**src/rtl/act_sigmoid_bwd_if.sv**
```systemverilog
// rtl/act_sigmoid_bwd_if.sv - gradient stream and bias-gradient bundle for act_sigmoid_bwd
interface act_sigmoid_bwd_if #(
    parameter int ACC_W = 24,
    parameter int CNT_W = 12
);
    logic             in_valid;
    logic             in_ready;
    logic [15:0]      in_y;
    logic [15:0]      in_g;
    logic             in_last;
    logic             out_valid;
    logic             out_ready;
    logic [15:0]      out_delta;
    logic             out_clamp;
    logic             out_last;
    logic             bias_valid;
    logic [ACC_W-1:0] bias_grad;
    logic [CNT_W-1:0] bias_cnt;

    modport master (
        output in_valid, in_y, in_g, in_last, out_ready,
        input  in_ready, out_valid, out_delta, out_clamp, out_last,
        input  bias_valid, bias_grad, bias_cnt
    );

    modport slave (
        input  in_valid, in_y, in_g, in_last, out_ready,
        output in_ready, out_valid, out_delta, out_clamp, out_last,
        output bias_valid, bias_grad, bias_cnt
    );
endinterface

```
**src/rtl/act_sigmoid_bwd.sv**
```systemverilog
// rtl/act_sigmoid_bwd.sv - Q8.8 sigmoid backward pass, delta = g*y*(1-y), per-frame bias gradient; ACT_BWD_ROUND_EN selects rounding
module act_sigmoid_bwd #(
    parameter int ACC_W = 24,
    parameter int CNT_W = 12
) (
    input  logic           clk,
    input  logic           rst,
    act_sigmoid_bwd_if.slave bus
);

    localparam logic [ACC_W-1:0] ACC_MAX = {1'b0, {(ACC_W-1){1'b1}}};
    localparam logic [ACC_W-1:0] ACC_MIN = {1'b1, {(ACC_W-1){1'b0}}};

    logic             s1_valid_q, s1_valid_d;
    logic [6:0]       s1_d_q, s1_d_d;
    logic [15:0]      s1_g_q, s1_g_d;
    logic             s1_clamp_q, s1_clamp_d;
    logic             s1_last_q, s1_last_d;
    logic             s2_valid_q, s2_valid_d;
    logic [15:0]      s2_delta_q, s2_delta_d;
    logic             s2_clamp_q, s2_clamp_d;
    logic             s2_last_q, s2_last_d;
    logic [ACC_W-1:0] acc_q, acc_d;
    logic             sat_q, sat_d;
    logic [CNT_W-1:0] cnt_q, cnt_d;
    logic             bias_valid_q, bias_valid_d;
    logic [ACC_W-1:0] bias_grad_q, bias_grad_d;
    logic [CNT_W-1:0] bias_cnt_q, bias_cnt_d;

    logic             adv1, adv2, xfer;
    logic [8:0]       yc;
    logic             y_clamp;
    logic signed [23:0] prod;
    logic [15:0]      delta_calc;
    logic [ACC_W:0]   sum;
    logic             ovf;
    logic [ACC_W-1:0] acc_next;

    // Handshake: a stage advances when it is empty or the stage after it drains
    always_comb begin
        adv2 = !s2_valid_q || bus.out_ready;
        adv1 = !s1_valid_q || adv2;
        xfer = s2_valid_q && bus.out_ready;
    end

    // Stage 1: clamp y into 0..1.0 and form d = yc*(1-yc) in Q8.8 (0..0x40)
    always_comb begin
        yc         = bus.in_y[8:0];
        y_clamp    = 1'b0;
        if (bus.in_y[15]) begin
            yc      = 9'd0;
            y_clamp = 1'b1;
        end else if (bus.in_y > 16'h0100) begin
            yc      = 9'h100;
            y_clamp = 1'b1;
        end
        s1_valid_d = s1_valid_q;
        s1_d_d     = s1_d_q;
        s1_g_d     = s1_g_q;
        s1_clamp_d = s1_clamp_q;
        s1_last_d  = s1_last_q;
        if (adv1) begin
            s1_valid_d = bus.in_valid;
            if (bus.in_valid) begin
                s1_d_d     = 7'((18'(yc) * (18'h100 - 18'(yc))) >> 8);
                s1_g_d     = bus.in_g;
                s1_clamp_d = y_clamp;
                s1_last_d  = bus.in_last;
            end
        end
    end

    // Stage 2: delta = g*d scaled back to Q8.8; |delta| <= 0x2000 so no saturation
    always_comb begin
        prod = $signed({{8{s1_g_q[15]}}, s1_g_q}) * $signed({17'd0, s1_d_q});
`ifdef ACT_BWD_ROUND_EN
        delta_calc = 16'((prod + 24'sd128) >>> 8);
`else
        delta_calc = 16'(prod >>> 8);
`endif
        s2_valid_d = s2_valid_q;
        s2_delta_d = s2_delta_q;
        s2_clamp_d = s2_clamp_q;
        s2_last_d  = s2_last_q;
        if (adv2) begin
            s2_valid_d = s1_valid_q;
            if (s1_valid_q) begin
                s2_delta_d = delta_calc;
                s2_clamp_d = s1_clamp_q;
                s2_last_d  = s1_last_q;
            end
        end
    end

    // Bias accumulator: sticky saturating sum of transferred deltas, published on the last beat
    always_comb begin
        sum      = {acc_q[ACC_W-1], acc_q} + {{(ACC_W-15){s2_delta_q[15]}}, s2_delta_q};
        ovf      = sum[ACC_W] ^ sum[ACC_W-1];
        acc_next = sum[ACC_W-1:0];
        if (sat_q) begin
            acc_next = acc_q;
        end else if (ovf) begin
            acc_next = sum[ACC_W] ? ACC_MIN : ACC_MAX;
        end
        acc_d        = acc_q;
        sat_d        = sat_q;
        cnt_d        = cnt_q;
        bias_valid_d = 1'b0;
        bias_grad_d  = bias_grad_q;
        bias_cnt_d   = bias_cnt_q;
        if (xfer) begin
            if (s2_last_q) begin
                bias_valid_d = 1'b1;
                bias_grad_d  = acc_next;
                bias_cnt_d   = cnt_q + CNT_W'(1);
                acc_d        = '0;
                sat_d        = 1'b0;
                cnt_d        = '0;
            end else begin
                acc_d = acc_next;
                sat_d = sat_q || ovf;
                cnt_d = cnt_q + CNT_W'(1);
            end
        end
    end

    // State registers; reset discards pipeline and any partial frame at once
    always_ff @(posedge clk or posedge rst) begin
        if (rst) begin
            s1_valid_q   <= 1'b0;
            s1_d_q       <= '0;
            s1_g_q       <= '0;
            s1_clamp_q   <= 1'b0;
            s1_last_q    <= 1'b0;
            s2_valid_q   <= 1'b0;
            s2_delta_q   <= '0;
            s2_clamp_q   <= 1'b0;
            s2_last_q    <= 1'b0;
            acc_q        <= '0;
            sat_q        <= 1'b0;
            cnt_q        <= '0;
            bias_valid_q <= 1'b0;
            bias_grad_q  <= '0;
            bias_cnt_q   <= '0;
        end else begin
            s1_valid_q   <= s1_valid_d;
            s1_d_q       <= s1_d_d;
            s1_g_q       <= s1_g_d;
            s1_clamp_q   <= s1_clamp_d;
            s1_last_q    <= s1_last_d;
            s2_valid_q   <= s2_valid_d;
            s2_delta_q   <= s2_delta_d;
            s2_clamp_q   <= s2_clamp_d;
            s2_last_q    <= s2_last_d;
            acc_q        <= acc_d;
            sat_q        <= sat_d;
            cnt_q        <= cnt_d;
            bias_valid_q <= bias_valid_d;
            bias_grad_q  <= bias_grad_d;
            bias_cnt_q   <= bias_cnt_d;
        end
    end

    assign bus.in_ready   = adv1;
    assign bus.out_valid  = s2_valid_q;
    assign bus.out_delta  = s2_delta_q;
    assign bus.out_clamp  = s2_clamp_q;
    assign bus.out_last   = s2_last_q;
    assign bus.bias_valid = bias_valid_q;
    assign bus.bias_grad  = bias_grad_q;
    assign bus.bias_cnt   = bias_cnt_q;

endmodule

```
**src/flat_wrapper.sv**
```systemverilog
// flat-port wrapper written by rule: the top's interface ports become plain ports
module act_sigmoid_bwd_flat 
#(
    parameter int ACC_W = 24,
    parameter int CNT_W = 12
)
  (clk, rst, bus_in_valid, bus_in_y, bus_in_g, bus_in_last, bus_out_ready, bus_in_ready, bus_out_valid, bus_out_delta, bus_out_clamp, bus_out_last, bus_bias_valid, bus_bias_grad, bus_bias_cnt);
  act_sigmoid_bwd_if #(.ACC_W(ACC_W), .CNT_W(CNT_W)) bus_i ();
  input  logic clk;
  input  logic rst;
  input wire logic [$bits(bus_i.in_valid)-1:0] bus_in_valid;
  input wire logic [$bits(bus_i.in_y)-1:0] bus_in_y;
  input wire logic [$bits(bus_i.in_g)-1:0] bus_in_g;
  input wire logic [$bits(bus_i.in_last)-1:0] bus_in_last;
  input wire logic [$bits(bus_i.out_ready)-1:0] bus_out_ready;
  output wire logic [$bits(bus_i.in_ready)-1:0] bus_in_ready;
  output wire logic [$bits(bus_i.out_valid)-1:0] bus_out_valid;
  output wire logic [$bits(bus_i.out_delta)-1:0] bus_out_delta;
  output wire logic [$bits(bus_i.out_clamp)-1:0] bus_out_clamp;
  output wire logic [$bits(bus_i.out_last)-1:0] bus_out_last;
  output wire logic [$bits(bus_i.bias_valid)-1:0] bus_bias_valid;
  output wire logic [$bits(bus_i.bias_grad)-1:0] bus_bias_grad;
  output wire logic [$bits(bus_i.bias_cnt)-1:0] bus_bias_cnt;
  assign bus_i.in_valid = bus_in_valid;
  assign bus_i.in_y = bus_in_y;
  assign bus_i.in_g = bus_in_g;
  assign bus_i.in_last = bus_in_last;
  assign bus_i.out_ready = bus_out_ready;
  assign bus_in_ready = bus_i.in_ready;
  assign bus_out_valid = bus_i.out_valid;
  assign bus_out_delta = bus_i.out_delta;
  assign bus_out_clamp = bus_i.out_clamp;
  assign bus_out_last = bus_i.out_last;
  assign bus_bias_valid = bus_i.bias_valid;
  assign bus_bias_grad = bus_i.bias_grad;
  assign bus_bias_cnt = bus_i.bias_cnt;
  act_sigmoid_bwd #(.ACC_W(ACC_W), .CNT_W(CNT_W)) u_core (.clk(clk), .rst(rst), .bus(bus_i));
endmodule
```
**config.mk**
```make
export PLATFORM = sky130hd
export DESIGN_NAME = act_sigmoid_bwd_flat
export DESIGN_NICKNAME = d
export VERILOG_FILES = /design/src/rtl/act_sigmoid_bwd_if.sv /design/src/rtl/act_sigmoid_bwd.sv /design/src/flat_wrapper.sv
export SDC_FILE = /design/constraint.sdc
export NUM_CORES = 1
export LEC_CHECK = 0
export BUFFER_PORTS_ARGS = -buffer_cell sky130_fd_sc_hd__buf_4
export CAP_MARGIN = 5
export CORE_ASPECT_RATIO = 1.75
export CORE_MARGIN = 2
export CORE_UTILIZATION = 50
export DETAILED_ROUTE_END_ITERATION = 12
export PLACE_DENSITY_LB_ADDON = 0.15
export SETUP_SLACK_MARGIN = 0.05
export SYNTH_ARGS = -nofsm -noshare
export SYNTH_HDL_FRONTEND = slang
export SYNTH_SLANG_ARGS = --single-unit
```
**constraint.sdc**
```tcl
create_clock -name clk -period 7.14 [get_ports clk]
set_clock_uncertainty 0.15 [all_clocks]
set_input_delay 0 -clock clk [delete_from_list [all_inputs] [get_ports clk]]
set_output_delay 0 -clock clk [all_outputs]
set_load 0.005 [all_outputs]
```
== Word level (Yosys, flattened, before mapping) ==
Index checks and enable logic that the tools add are counted.
Storage, ports and cells
  register bits after elaboration: 119
  input bits: 37
  logic and storage cells: 43
  output and inout bits: 57
Cells by class
  bitwise logic cells: 1
  reduce and logical (&&, ||, !) cells: 9
  magnitude comparators: 1
  mux-type cells: 12
  multiply operators: 2
  add/sub/neg operators: 3
Operators by type and width (number)
  $mux W24: 4
  $add A24 B16 Y25: 1
  $mul A16 B8 Y24: 1
  $mul A9 B18 Y15: 1
  $mux W9: 2
  $gt A16 B9 Y1 const B: 1
  $add A12 B1 Y12 const B: 1
  $mux W12: 1
  $sub A9 B9 Y10 const A: 1
  $reduce_and A2 Y1: 3
  $mux W1: 5
  $logic_or A1 B1 Y1: 3
  $logic_not A1 Y1: 2
  $logic_and A1 B1 Y1: 1
  $xor A1 B1 Y1: 1

== Longest topological paths before layout ==
  depth after elaboration: 5
  depth in mapped cells: 28
  gate-level depth less buffers: 26

== Worst setup path after synthesis ==
No wires, ideal clock.
  kind: input to register
  from: in bus_in_y[0]
  to: reg u_core.s1_d_q[6]
  path buffers: 1
  required time: 6.856 ns
  stages: 25
  path slack: 0.261 ns
  arrival time: 6.595 ns
  setup time: 0.134 ns
  path through: or3_1 > or4_1 > a211oi_4 > and2_0 > clkbuf_1 > inv_1 > ha_1 > and2_1 > ha_1 > or2_2 > fa_1 > inv_1 > fa_1 > fa_1 > inv_1 > fa_1 > inv_1 > ha_1 > a21o_1 > a31o_2 > and2_1 > o31a_1 > o41ai_1 > xnor2_1 > o21ai_1
On the way
  longest elaborated chain between the ends: 5
RTL lines
  from (decl): line flat_wrapper.sv:12  | input wire logic [$bits(bus_i.in_y)-1:0] bus_in_y;
  $gt A16 B9 Y1: line act_sigmoid_bwd.sv:53  | end else if (bus.in_y > 16'h0100) begin
  $mux W9 (*): line act_sigmoid_bwd.sv:53
  $mux W9 (*): line act_sigmoid_bwd.sv:50  | if (bus.in_y[15]) begin
  $sub A9 B9 Y10: line act_sigmoid_bwd.sv:65  | s1_d_d = 7'((18'(yc) * (18'h100 - 18'(yc))) >> 8);
  $mul A9 B18 Y15 (*): line act_sigmoid_bwd.sv:65
  to (signal assigned): line act_sigmoid_bwd.sv:131  | s1_d_q <= '0;
  to (signal assigned): line act_sigmoid_bwd.sv:147  | s1_d_q <= s1_d_d;
  to (decl): line act_sigmoid_bwd.sv:15  | logic [6:0] s1_d_q, s1_d_d;
Mark *: on every way between the ends. The rest lies on a longest branch, timed or not.
A chain may end at the register's enable or synchronous reset.

== Worst setup path after layout ==
Same ends and word-level chain as after synthesis.

==> results.json <==
{
  "antenna_cells": 0,
  "rsz0062_at_grt": "no",
  "globalRouteTotalUtil_pct": 23.9,
  "ant_nets": 0,
  "ys_ff_latch": 119,
  "crit_type": "primary input to flop",
  "via_per_inst": 5.33,
  "drive_gt1_share_pct": 12.4,
  "synth_top_area_share_pct": 24.1,
  "synthTopCellsByArea": "dfrtp_1 24%, fa_1 23%, ha_1 10%, inv_1 5.9%, and2_1 4.4%",
  "place_congestion": 0.934,
  "clkSinkCount": 119,
  "drt_first_iter_violations": 371,
  "cts_resized": 0,
  "io_pins": 94,
  "fmax_mhz": 151,
  "seq_area_frac_synth_pct": 24.1,
  "clockRootBuffer": "clkbuf_16",
  "critPathLaunch": "bus_in_y[0]",
  "outcome": "finished, final reports clean",
  "final_net_count": 1749,
  "grt_antenna_before_repair": 0,
  "syn_inst": 1355,
  "clockBufferDepth": 2,
  "cts_made_buffers": 17,
  "tns_ns": 0,
  "rows": 76,
  "p_per_area_nw_per_um2": 480,
  "yosysTopAreaCell": "dfrtp_1",
  "wire_per_inst_um": 16.3,
  "routed_wl_mm": 29.2,
  "maxCapViolCount": 0,
  "yosys.cell_types.count": 58,
  "setup.worst_path.start_class": "primary input",
  "firstDrtPassIters": 4,
  "synth_ff_type": "dfrtp_1",
  "worst_ep_required_time_ns": 7.29,
  "synth_edf_count": 0,
  "final_hold_viol_count": 0,
  "grt_max_degree": 80,
  "yosys_warnings": 0,
  "tritoncts": "built",
  "hold_path.class": "primary input to async pin",
  "critPathArrivalTime_ns": 6.77,
  "period_share_pct": 92.7,
  "die_area_um2": 26100,
  "synthArstFlopShare_pct": 100,
  "critPathMaxFanout": 17,
  "core_area_um2": 24400,
  "crit_path_end_kind": "flop",
  "grt_pass1_wl_mm": 48.9,
  "num_vias": 9563,
  "fin_crit_ns": 6.62,
  "synth_area_um2": 12400,
  "tightest_slew_ns": 1.05,
  "drv_slew": 0,
  "setup_viol": 0,
  "worstSetupEndpoint": "u_core.s1_d_q[6]",
  "htree_levels": 4,
  "dp_hpwl_mm": 23.4,
  "grt_pass1_vias": 10484,
  "relSlewSlack_pct": 30.3,
  "reg2reg_from": "u_core.s1_d_q[4]",
  "port-buffer-count": 93,
  "initial_core_util_pct": 50.6,
  "dp_slack_ns": 0.0626,
  "clk_pin_slew_worst_paths_ns": 0.06,
  "setup_ws_ns": 0.524,
  "syn_avg_cell_area_um2": 9.13,
  "die_y_um": 212,
  "vdd_drop_max_uv": 248,
  "reg2reg_depth": 18,
  "reg2reg_slack_ns": 1.36,
  "clk_latency_ns": 0.44,
  "overflow": 0,
  "syn_to_final_growth_pct": 14.7,
  "die_x_um": 123,
  "r2r-end": "u_core.bus.out_delta[15]",
  "p_leak_nw": 7.01,
  "remaining_drc_errors": 0
}
## where the power goes
part / internal [mW] / total (mW) / switching [mW]
combinational: 2.22 / 4.82 / 2.60
clock: 0.453 / 0.797 / 0.344
sequential: 0.910 / 1.20 / 0.289
## sequential cells by signal, summed over array words and instances, names as in the netlist
register,count
u_core.acc_q,24
u_core.bus.bias_grad,24
u_core.bus.out_delta,16
u_core.s1_g_q,16
u_core.bus.bias_cnt,12
u_core.cnt_q,12
u_core.s1_d_q,7
u_core.bus.bias_valid,1
u_core.bus.out_clamp,1
u_core.bus.out_last,1
u_core.bus.out_valid,1
u_core.s1_clamp_q,1
u_core.s1_last_q,1
u_core.s1_valid_q,1
u_core.sat_q,1
## cell usage in the layout (no fill, tap or decap), drive strengths merged, types with 5 or more instances in the layout
cell type    count
inv            197
nand2          140
fa             140
dfrtp          119
o21ai          110
buf            105
ha             103
and2            89
nor2            63
a21oi           61
xnor2           45
and3            29
dlygate4sd3     23
or2             21
mux2            20
a211oi          18
clkbuf          18
xor2            16
nand2b          15
a21o            14
conb            14
nand3           13
nor3            12
o31ai            9
a221o            9
clkinv           7
nand4            6
a31oi            6
o21bai           6
o21a             5
## stage by stage
stage / hold slack [ns] / util [%] / area (um^2) / cells / power, mW
2_1_floorplan: -0.0416 / - / 12400 / 1367 / 4.93
3_3_place_gp: -0.0576 / 55.0 / 13400 / 1739 / 5.92
3_5_place_dp: -0.0516 / 55.0 / 13400 / 1739 / 6.06
4_1_cts: 0.0397 / 58.1 / 14200 / 1794 / 6.89
5_1_grt: 0.0892 / 58.1 / 14200 / 1794 / 7.67
6_report: 0.0418 / 58.1 / 14200 / 1794 / 6.81
## layout make-up
type | count | area, um^2
Clock buffer | 18 | 439
Clock inverter | 14 | 103
Fill cell | 2217 | 10200
Inverter | 194 | 731
Multi-Input combinational cell | 1009 | 8540
Sequential cell | 119 | 2980
Tap cell | 312 | 390
Timing Repair Buffer | 128 | 1020
## cell usage after synthesis, drive strengths merged, types with 12 or more instances
| cell type | instances |
|---|---|
| nor2 | 63 |
| o21ai | 110 |
| and2 | 89 |
| fa | 140 |
| clkbuf | 37 |
| inv | 194 |
| a21oi | 61 |
| nand3 | 13 |
| nand2 | 140 |
| xnor2 | 45 |
| a211oi | 18 |
| nand2b | 15 |
| mux2 | 20 |
| and3 | 29 |
| or2 | 21 |
| a21o | 14 |
| nor3 | 12 |
| xor2 | 16 |
| ha | 103 |
| dfrtp | 119 |
## logic make-up after synthesis
family / count (synthesis) / synth area share, %
adders and majority gates: 243 / 33.1
and+or+nand+nor: 404 / 16.2
xor gates and xnor gates: 61 / 4.32
buffers and inverters: 239 / 7.33
DFF: 119 / 24.1
muxes: 22 / 2.01
other: 2 / 0.0607
AOI/OAI and AO/OA: 265 / 13.0
## worst max-delay path, cell delays in order
cell      delay, ns
buf_4          0.14
or3_1          0.40
or4_1          0.53
a211oi_4       0.28
buf_4          0.23
nand2_1        0.09
ha_1           0.25
and2_1         0.18
ha_1           0.40
or2_2          0.35
fa_1           0.53
inv_1          0.05
fa_1           0.47
fa_1           0.49
inv_1          0.05
fa_1           0.53
inv_1          0.04
ha_1           0.33
a21o_1         0.17
a31o_2         0.22
and2_1         0.19
o31a_1         0.29
o41ai_1        0.33
xnor2_1        0.16
o21ai_1        0.07
## layer usage
metal	share of wire (%)	GRT usage, %	up-vias
li1	-	-	4632
met1	35	23.3	4699
met2	58	47.5	169
met3	2.7	3.27	63
met4	3.9	11.4	0
met5	0	0	-
## worst min-delay path by stage
stage | end | slack (ns)
after global routing | u_core.bus.bias_cnt[3] | 0.09
after CTS | u_core.bus.bias_cnt[2] | 0.04
final | u_core.bus.bias_cnt[2] | 0.04
after global placement | u_core.s1_valid_q | -0.06
after floorplan | u_core.s1_valid_q | -0.04
after detailed placement | u_core.s1_valid_q | -0.05
## what timing repair did
action,in CTS,in global routing
hold buffers,23,0
endpoints found under the hold margin,64,0
buffers inserted,0,0
(Power assumes the default switching activity.)
